### src/rtl/spi_slave_shifter.sv
// rtl/spi_slave_shifter.sv - SPI slave serial engine: pin synchronizers, CPOL/CPHA shifter, RX/TX byte buffers
// Optional feature macro: SPI_SLAVE_LSBFE_EN (adds lsbfe_i for LSB-first frames)
module spi_slave_shifter #(
    parameter int SYNC_STAGES = 2
) (
    input  logic       PCLK,
    input  logic       PRESET_n,
    input  logic       spe_i,
    input  logic       cpol_i,
    input  logic       cpha_i,
`ifdef SPI_SLAVE_LSBFE_EN
    input  logic       lsbfe_i,
`endif
    input  logic       sclk_i,
    input  logic       ss_n_i,
    input  logic       mosi_i,
    output logic       miso_o,
    output logic       miso_oe_o,
    input  logic [7:0] tx_data_i,
    input  logic       tx_load_i,
    output logic       tx_empty_o,
    output logic [7:0] rx_data_o,
    output logic       rx_full_o,
    input  logic       rx_ack_i,
    output logic       overrun_o,
    input  logic       overrun_clr_i,
    output logic       busy_o
);

    typedef enum logic [1:0] {
        ST_IDLE   = 2'd0,
        ST_LOAD   = 2'd1,
        ST_ACTIVE = 2'd2
    } state_t;

    state_t state_q, state_d;

    logic [SYNC_STAGES-1:0] sclk_sync, ss_sync, mosi_sync;
    logic sclk_hist, ss_hist;
    logic sclk_s, ss_s, mosi_s;
    logic sclk_rise, sclk_fall, lead_edge, trail_edge, sample_edge, drive_edge;
    logic ss_fall;

    logic       lsb_first;
    logic       frame_start, run;
    logic       sample_ev, drive_ev, frame_done_ev;
    logic       reload, shift_drive, consume;

    logic [7:0] rx_shift, rx_next;
    logic [2:0] bit_cnt;
    logic       armed;          // a sample has happened since the last drive edge
    logic       frame_pending;  // 8th sample seen, CPHA=0 reload waits for the trailing edge

    logic [7:0] tx_shift, tx_buf, tx_hold, tx_pick, load_val, present_src;
    logic       out_bit;
    logic       primed;         // tx_hold carries a byte reloaded at the end of the last frame

`ifdef SPI_SLAVE_LSBFE_EN
    assign lsb_first = lsbfe_i;
`else
    assign lsb_first = 1'b0;
`endif

    // Bit presented first on the wire for a given byte, and the byte left after presenting it
    function automatic logic first_bit(input logic [7:0] v, input logic lsb);
        return lsb ? v[0] : v[7];
    endfunction

    function automatic logic [7:0] after_bit(input logic [7:0] v, input logic lsb);
        return lsb ? {1'b1, v[7:1]} : {v[6:0], 1'b1};
    endfunction

    // Pin synchronizers plus history flops used for edge detection
    always_ff @(posedge PCLK or negedge PRESET_n) begin
        if (!PRESET_n) begin
            sclk_sync <= '0;
            ss_sync   <= '1;
            mosi_sync <= '0;
            sclk_hist <= 1'b0;
            ss_hist   <= 1'b1;
        end else begin
            sclk_sync <= {sclk_sync[SYNC_STAGES-2:0], sclk_i};
            ss_sync   <= {ss_sync[SYNC_STAGES-2:0], ss_n_i};
            mosi_sync <= {mosi_sync[SYNC_STAGES-2:0], mosi_i};
            sclk_hist <= sclk_sync[SYNC_STAGES-1];
            ss_hist   <= ss_sync[SYNC_STAGES-1];
        end
    end

    assign sclk_s      = sclk_sync[SYNC_STAGES-1];
    assign ss_s        = ss_sync[SYNC_STAGES-1];
    assign mosi_s      = mosi_sync[SYNC_STAGES-1];
    assign sclk_rise   = sclk_s & ~sclk_hist;
    assign sclk_fall   = ~sclk_s & sclk_hist;
    assign ss_fall     = ~ss_s & ss_hist;
    assign lead_edge   = cpol_i ? sclk_fall : sclk_rise;
    assign trail_edge  = cpol_i ? sclk_rise : sclk_fall;
    assign sample_edge = cpha_i ? trail_edge : lead_edge;
    assign drive_edge  = cpha_i ? lead_edge : trail_edge;

    // FSM state register
    always_ff @(posedge PCLK or negedge PRESET_n) begin
        if (!PRESET_n) begin
            state_q <= ST_IDLE;
        end else begin
            state_q <= state_d;
        end
    end

    // FSM next state and frame control strobes
    always_comb begin
        state_d     = state_q;
        frame_start = 1'b0;
        run         = 1'b0;
        case (state_q)
            ST_IDLE: begin
                if (spe_i && ss_fall) begin
                    state_d = ST_LOAD;
                end
            end
            ST_LOAD: begin
                frame_start = spe_i;
                state_d     = spe_i ? ST_ACTIVE : ST_IDLE;
            end
            ST_ACTIVE: begin
                if (!spe_i || ss_s) begin
                    state_d = ST_IDLE;
                end else begin
                    run = 1'b1;
                end
            end
            default: state_d = ST_IDLE;
        endcase
    end

    assign sample_ev     = run & sample_edge;
    assign drive_ev      = run & drive_edge;
    assign frame_done_ev = sample_ev & (bit_cnt == 3'd7);
    assign reload        = cpha_i ? frame_done_ev : (drive_ev & armed & frame_pending);
    assign shift_drive   = drive_ev & (cpha_i | (armed & ~frame_pending));
    assign tx_pick       = tx_empty_o ? 8'hFF : tx_buf;
    assign load_val      = primed ? tx_hold : tx_pick;
    assign present_src   = frame_start ? load_val : tx_pick;
    assign consume       = (frame_start & ~primed) | reload;
    assign rx_next       = lsb_first ? {mosi_s, rx_shift[7:1]} : {rx_shift[6:0], mosi_s};

    // RX shift register, bit counter and sample/drive sequencing flags
    always_ff @(posedge PCLK or negedge PRESET_n) begin
        if (!PRESET_n) begin
            rx_shift      <= 8'h00;
            bit_cnt       <= 3'd0;
            armed         <= 1'b0;
            frame_pending <= 1'b0;
        end else if (!spe_i) begin
            rx_shift      <= 8'h00;
            bit_cnt       <= 3'd0;
            armed         <= 1'b0;
            frame_pending <= 1'b0;
        end else if (!run) begin
            bit_cnt       <= 3'd0;
            armed         <= 1'b0;
            frame_pending <= 1'b0;
        end else if (sample_ev) begin
            rx_shift <= rx_next;
            armed    <= 1'b1;
            if (bit_cnt == 3'd7) begin
                bit_cnt       <= 3'd0;
                frame_pending <= 1'b1;
            end else begin
                bit_cnt <= bit_cnt + 3'd1;
            end
        end else if (drive_ev) begin
            armed         <= 1'b0;
            frame_pending <= 1'b0;
        end
    end

    // TX shifter: CPHA=0 presents the first bit at load time, CPHA=1 waits for the first leading edge
    always_ff @(posedge PCLK or negedge PRESET_n) begin
        if (!PRESET_n) begin
            tx_shift <= 8'h00;
            out_bit  <= 1'b0;
        end else if (!spe_i) begin
            tx_shift <= 8'h00;
            out_bit  <= 1'b0;
        end else if (frame_start || reload) begin
            if (cpha_i) begin
                tx_shift <= present_src;
            end else begin
                out_bit  <= first_bit(present_src, lsb_first);
                tx_shift <= after_bit(present_src, lsb_first);
            end
        end else if (shift_drive) begin
            out_bit  <= first_bit(tx_shift, lsb_first);
            tx_shift <= after_bit(tx_shift, lsb_first);
        end
    end

    // TX buffer; a reload that is not followed by more bits keeps its byte for the next frame
    always_ff @(posedge PCLK or negedge PRESET_n) begin
        if (!PRESET_n) begin
            tx_buf     <= 8'h00;
            tx_empty_o <= 1'b1;
            tx_hold    <= 8'h00;
            primed     <= 1'b0;
        end else begin
            if (consume) begin
                tx_empty_o <= 1'b1;
            end
            if (tx_load_i && tx_empty_o) begin
                tx_buf     <= tx_data_i;
                tx_empty_o <= 1'b0;
            end
            if (frame_start) begin
                primed <= 1'b0;
            end else if (reload) begin
                primed  <= ~tx_empty_o;
                tx_hold <= tx_pick;
            end else if (sample_ev || drive_ev) begin
                primed <= 1'b0;
            end
        end
    end

    // RX buffer, full flag and sticky overrun; a same-cycle ack makes room for the new byte
    always_ff @(posedge PCLK or negedge PRESET_n) begin
        if (!PRESET_n) begin
            rx_data_o <= 8'h00;
            rx_full_o <= 1'b0;
            overrun_o <= 1'b0;
        end else begin
            if (frame_done_ev && (!rx_full_o || rx_ack_i)) begin
                rx_data_o <= rx_next;
                rx_full_o <= 1'b1;
            end else if (rx_ack_i) begin
                rx_full_o <= 1'b0;
            end
            if (frame_done_ev && rx_full_o && !rx_ack_i) begin
                overrun_o <= 1'b1;
            end else if (overrun_clr_i) begin
                overrun_o <= 1'b0;
            end
        end
    end

    // Registered pin-side outputs
    always_ff @(posedge PCLK or negedge PRESET_n) begin
        if (!PRESET_n) begin
            miso_o    <= 1'b0;
            miso_oe_o <= 1'b0;
            busy_o    <= 1'b0;
        end else begin
            miso_o    <= (state_q != ST_IDLE) ? out_bit : 1'b0;
            miso_oe_o <= (state_d == ST_ACTIVE);
            busy_o    <= (state_d == ST_ACTIVE);
        end
    end

endmodule

### config.mk
export PLATFORM = sky130hd
export DESIGN_NAME = spi_slave_shifter
export DESIGN_NICKNAME = d
export VERILOG_FILES = /design/src/rtl/spi_slave_shifter.sv
export SDC_FILE = /design/constraint.sdc
export NUM_CORES = 1
export LEC_CHECK = 0
export CAP_MARGIN = 20
export CORE_ASPECT_RATIO = 0.9
export CORE_MARGIN = 4
export CORE_UTILIZATION = 46
export CTS_CLUSTER_SIZE = 8
export DETAILED_ROUTE_END_ITERATION = 7
export PLACE_DENSITY = 0.8
export SYNTH_ARGS = -nofsm -noshare
export SYNTH_HDL_FRONTEND = slang
export SYNTH_SLANG_ARGS = --single-unit
### constraint.sdc
create_clock -name PCLK -period 2.1 [get_ports PCLK]
set_input_delay 0.21 -clock PCLK [delete_from_list [all_inputs] [get_ports PCLK]]
set_output_delay 0.21 -clock PCLK [all_outputs]
set_load 0.1 [all_outputs]
==> results by stage <==
Run status:
- The run finished with clean final reports.

Hold path:
- In this run the most critical hold path is launched from ss_n_i.
- Counting instances, the worst hold path has a depth of 1.
- The tightest min-delay check is of the input port to flip-flop type.

Clock network:
- The root buffer cell chosen for the clock tree is sky130_fd_sc_hd__clkbuf_8.
- The number of H-tree levels is 3.
- The latest clock arrival within the worst-skew pair is 0.34 ns.
- No sink is reached through more buffers than the 2 on the longest clock path.
- After clock tree synthesis, the clock-pin slew on the worst setup and hold paths is 0.06 ns.
- Buffers added to address setup during post-CTS repair amount to 0.
- The post-CTS resize count is 0.
- The number of sinks driven by the clock tree is 61.
- Buffers inserted during clock tree synthesis total 9.
- TritonCTS built the clock tree.

Synth:
- The number of distinct library cells after synthesis is 42.
- In the post-synthesis netlist, the cell with the most instances is sky130_fd_sc_hd__dfrtp_1.
- The combinational family with the most area after synthesis is simple AND/OR/NAND/NOR gates.
- The cell area that synthesis handed to floorplanning was 0.00272 mm².
- The share of the synthesized area in the top cell type is 52.4%.
- After Yosys synthesis, XOR and XNOR cells account for 0.598% of the synthesized area.
- During synthesis, Yosys emitted a total of 0 warnings.
- The async set or reset register ratio after synthesis is 100%.
- The cell type with the highest aggregate area in the netlist is sky130_fd_sc_hd__dfrtp_1.
- After synthesis the netlist holds a flip-flop and latch count of 61.
- By area the synthesized netlist is led by sky130_fd_sc_hd__dfrtp_1 (52%), sky130_fd_sc_hd__mux2_2 (7.4%), sky130_fd_sc_hd__nand2_1 (5.9%).
- The count of flip-flops with a built-in enable after synthesis is 0.
- Multiplexer cells account for 10.6% of the synthesized area.
- Sequential elements use 56.3% of the synthesized area.
- The net count of the mapped netlist is 269.
- The main flop type after synthesis is sky130_fd_sc_hd__dfrtp_1.
- The post-synthesis compound-gate area fraction is 11.9%.
- After technology mapping, the gate count stands at 248.
- The per-instance average area after synthesis is 11.0 µm².
- The adder and majority gate portion of the synthesized area is 0.920%.
- The synthesized netlist devotes 16.5% of its cell area to simple gates.
- In the synthesized netlist, the cells that appear most often are sky130_fd_sc_hd__dfrtp_1 (57), sky130_fd_sc_hd__nand2_1 (43), sky130_fd_sc_hd__nor2_1 (28).

Timing:
- The maximum achievable frequency is 547 MHz.
- Setup slack on the critical path of the routed design comes to 0.271 ns.
- The final worst clock skew is 0.00846 ns.
- The worst slew margin relative to its limit is 64.3%.
- The final setup violation count is 0.
- The final critical path takes up 87.1% of the cycle.
- The transition time at the pin with the least slew margin is 0.534 ns.
- Setup repair after global routing left no endpoint under its margin.
- The final count of hold timing violations is 0.
- The final count of pins violating max slew is 0.
- The minimum clock period after layout is 1.83 ns.

Route:
- The count of nets left with antenna violations once routing finished came out at 0.
- After detailed routing, the number of remaining DRC violations is 0.
- The final layout contains routed wiring with a total length of 5160 µm.
- Dividing the detail-routed wire length by the instance count gives 14.3 µm.
- The violation count after the first detailed-routing iteration is 164.
- The number of vias in the routed layout is 1959.
- The first detailed-routing pass took 4 iterations.
- The via density per instance is 5.41.

Pwr:
- Sequential cells burn 46.5% of the power.
- The static leakage is 1.54 nW.
- The combinational cell fraction of total power is 19.0%.
- The clock network is responsible for 34.5% of the overall power.
- The analysis attributes to net switching a power of 833 µW.
- The internal cell power is 2.12 mW.
- The worst-case IR drop observed on VDD is 0.000767 V.
- The net switching fraction of the power is 28.2%.
- The power density over cell area is 895 mW/mm².

Worst setup path:
- STA classifies the critical path startpoint as a flip-flop.
- The slowest stage of the critical path is the sky130_fd_sc_hd__dfrtp_1 cell.
- The worst setup path is of the flip-flop to flip-flop kind.
- The startpoint identified for the worst register-to-register timing path is sclk_sync[1].
- The critical path crosses 5 cells after its start point.
- The delay of the slowest cell on the worst path is 0.43 ns.
- The cell family contributing the most delay on the critical path is compound AO/OA/AOI/OAI gates.
- At the worst endpoint, the required time is 2.31 ns.
- Traced cell by cell, the critical path runs through or3b_1, a221o_1, nand2_4, o21ai_0, o311ai_0.
- The total buffers and inverters traversed by the critical path is 0.
- The launch point of the worst path is sclk_sync[1].
- The peak fanout along the critical path is 18.
- The number of cells on the worst reg-to-reg path is 5.
- STA classifies the critical path endpoint as a flip-flop.
- STA puts the critical path data arrival time at 2.04 ns.

Global routing:
- The number of global-route vias before repair was 1886.
- The number of antenna violations at the first check in global routing is 0.
- The wire length of the first global-routing pass is 9180 µm.
- The sum of overflow across all layers after global routing is 0.
- Entering global routing, the biggest net connects 62 pins.
- The global routing usage summed across all routing layers is 16.8%.

Flow run:
- The tool flagged a number of max-cap violations equal to 0.

Floorplanning:
- Measured along the x axis, the die boundary spans 89.1 µm.
- In this run the core area contains 26 standard-cell rows.
- The starting utilization of the core area is 47.8%.
- The total die area is 0.00721 mm².
- The number of ports placed on the die boundary is 33.
- The core region is 0.00569 mm².
- Measured along the y axis, the die boundary spans 81.0 µm.

Final layout:
- The net count of the finished layout is 308.
- The core utilization of the finished layout is 57.9%.
- In the final layout, the share of cells above drive strength 1 is 22.9%.
- The repair_antennas step left the layout with diodes totalling 0.
- The area growth from synthesis to layout is 21.1%.

Place:
- The routability congestion estimate from global placement is 0.806.
- The quantity of I/O buffers inserted on ports is 32.
- Prior to clock tree synthesis, the placed netlist has a worst setup slack of -0.0451 ns.
- The post-DP HPWL is 3540 µm.
==> through the flow <==
step                      instances  hold WS [ns]  TNS, ns  power, mW  cell area (µm²)
after global routing            362         0.254        0       3.12             3300
after detailed placement        345         0.240  -0.0712       1.95             3090
after CTS                       362         0.266        0       2.99             3300
after floorplan                 248       -0.0856        0       1.79             2720
final                           362         0.281        0       2.95             3300
after global placement          345         0.237        0       1.94             3090
==> registers in the layout, summed over array words and instances (netlist names), 2 cells and up <==
register / cells
ss_sync: 2
sclk_sync: 2
tx_shift: 8
mosi_sync: 2
bit_cnt: 3
rx_data_o: 8
tx_hold: 8
state_q: 2
tx_buf: 8
rx_shift: 7
==> logic make-up after synthesis <==
| family | after synthesis |
|---|---|
| buffers and inverters | 17 |
| AOI/OAI and AO/OA | 49 |
| muxes | 26 |
| DFF | 61 |
| xor gates and xnor gates | 1 |
| adders and majority gates | 2 |
| and+or+nand+nor | 92 |
==> power by group through the flow <==
stage / logic [mW] / registers [mW] / clock network, mW
2_1_floorplan: 0.353 / 1.43 / 0
3_3_place_gp: 0.548 / 1.39 / 0
3_5_place_dp: 0.561 / 1.39 / 0
4_1_cts: 0.564 / 1.37 / 1.05
5_1_grt: 0.622 / 1.39 / 1.11
6_report: 0.560 / 1.37 / 1.02
==> cell type report <==
type / count / area [µm²]
fill: 465 / 2400
sequential: 61 / 1530
multi-input combinational: 170 / 1100
timing repair buffer: 42 / 370
clock buffer: 12 / 145
tap: 70 / 87.6
clock inverter: 4 / 47.5
inverter: 3 / 11.3
==> layer usage <==
layer | track usage, % | vias to the layer above | part of all wire [%]
met3 | 6.59 | 9 | 6.0
li1 | - | 948 | -
met5 | 0 | - | 0
met4 | 6.70 | 0 | 1.5
met2 | 24.0 | 49 | 45
met1 | 23.0 | 953 | 48
==> placed cells by master, fill, tap and decap left out, types with 2 or more instances in the layout <==
cell type and count:
sky130_fd_sc_hd__o311ai_0 7, sky130_fd_sc_hd__nor2_1 28, sky130_fd_sc_hd__o21ai_0 19, sky130_fd_sc_hd__o211a_1 2, sky130_fd_sc_hd__o21ai_1 3, sky130_fd_sc_hd__a21oi_1 3, sky130_fd_sc_hd__nand2_1 43, sky130_fd_sc_hd__dfstp_2 4
sky130_fd_sc_hd__or2_2 2, sky130_fd_sc_hd__clkdlybuf4s50_1 17, sky130_fd_sc_hd__clkbuf_8 10, sky130_fd_sc_hd__dfrtp_1 57, sky130_fd_sc_hd__mux2i_1 7, sky130_fd_sc_hd__buf_4 22, sky130_fd_sc_hd__a211oi_1 7, sky130_fd_sc_hd__mux2_2 18
sky130_fd_sc_hd__clkinv_2 2, sky130_fd_sc_hd__ha_1 2, sky130_fd_sc_hd__inv_1 3, sky130_fd_sc_hd__clkbuf_1 2, sky130_fd_sc_hd__nand3b_1 4, sky130_fd_sc_hd__nor2b_1 4
==> timing repair <==
action                                  4_1_cts  5_1_grt
hold endpoints to repair                     57        0
endpoints found under the setup margin        0        0
hold buffers                                  1        0
==> final timing paths <==
path                                     end  slack (ns)
min in group asynchronous         tx_hold[7]        0.41
worst max register to register   tx_shift[4]        0.27
worst min-delay path              ss_sync[0]        0.28
max in group asynchronous            ss_hist        1.39
worst max-delay path             tx_shift[4]        0.27
worst min register to register  mosi_sync[1]        0.35
(Power assumes the default switching activity.)
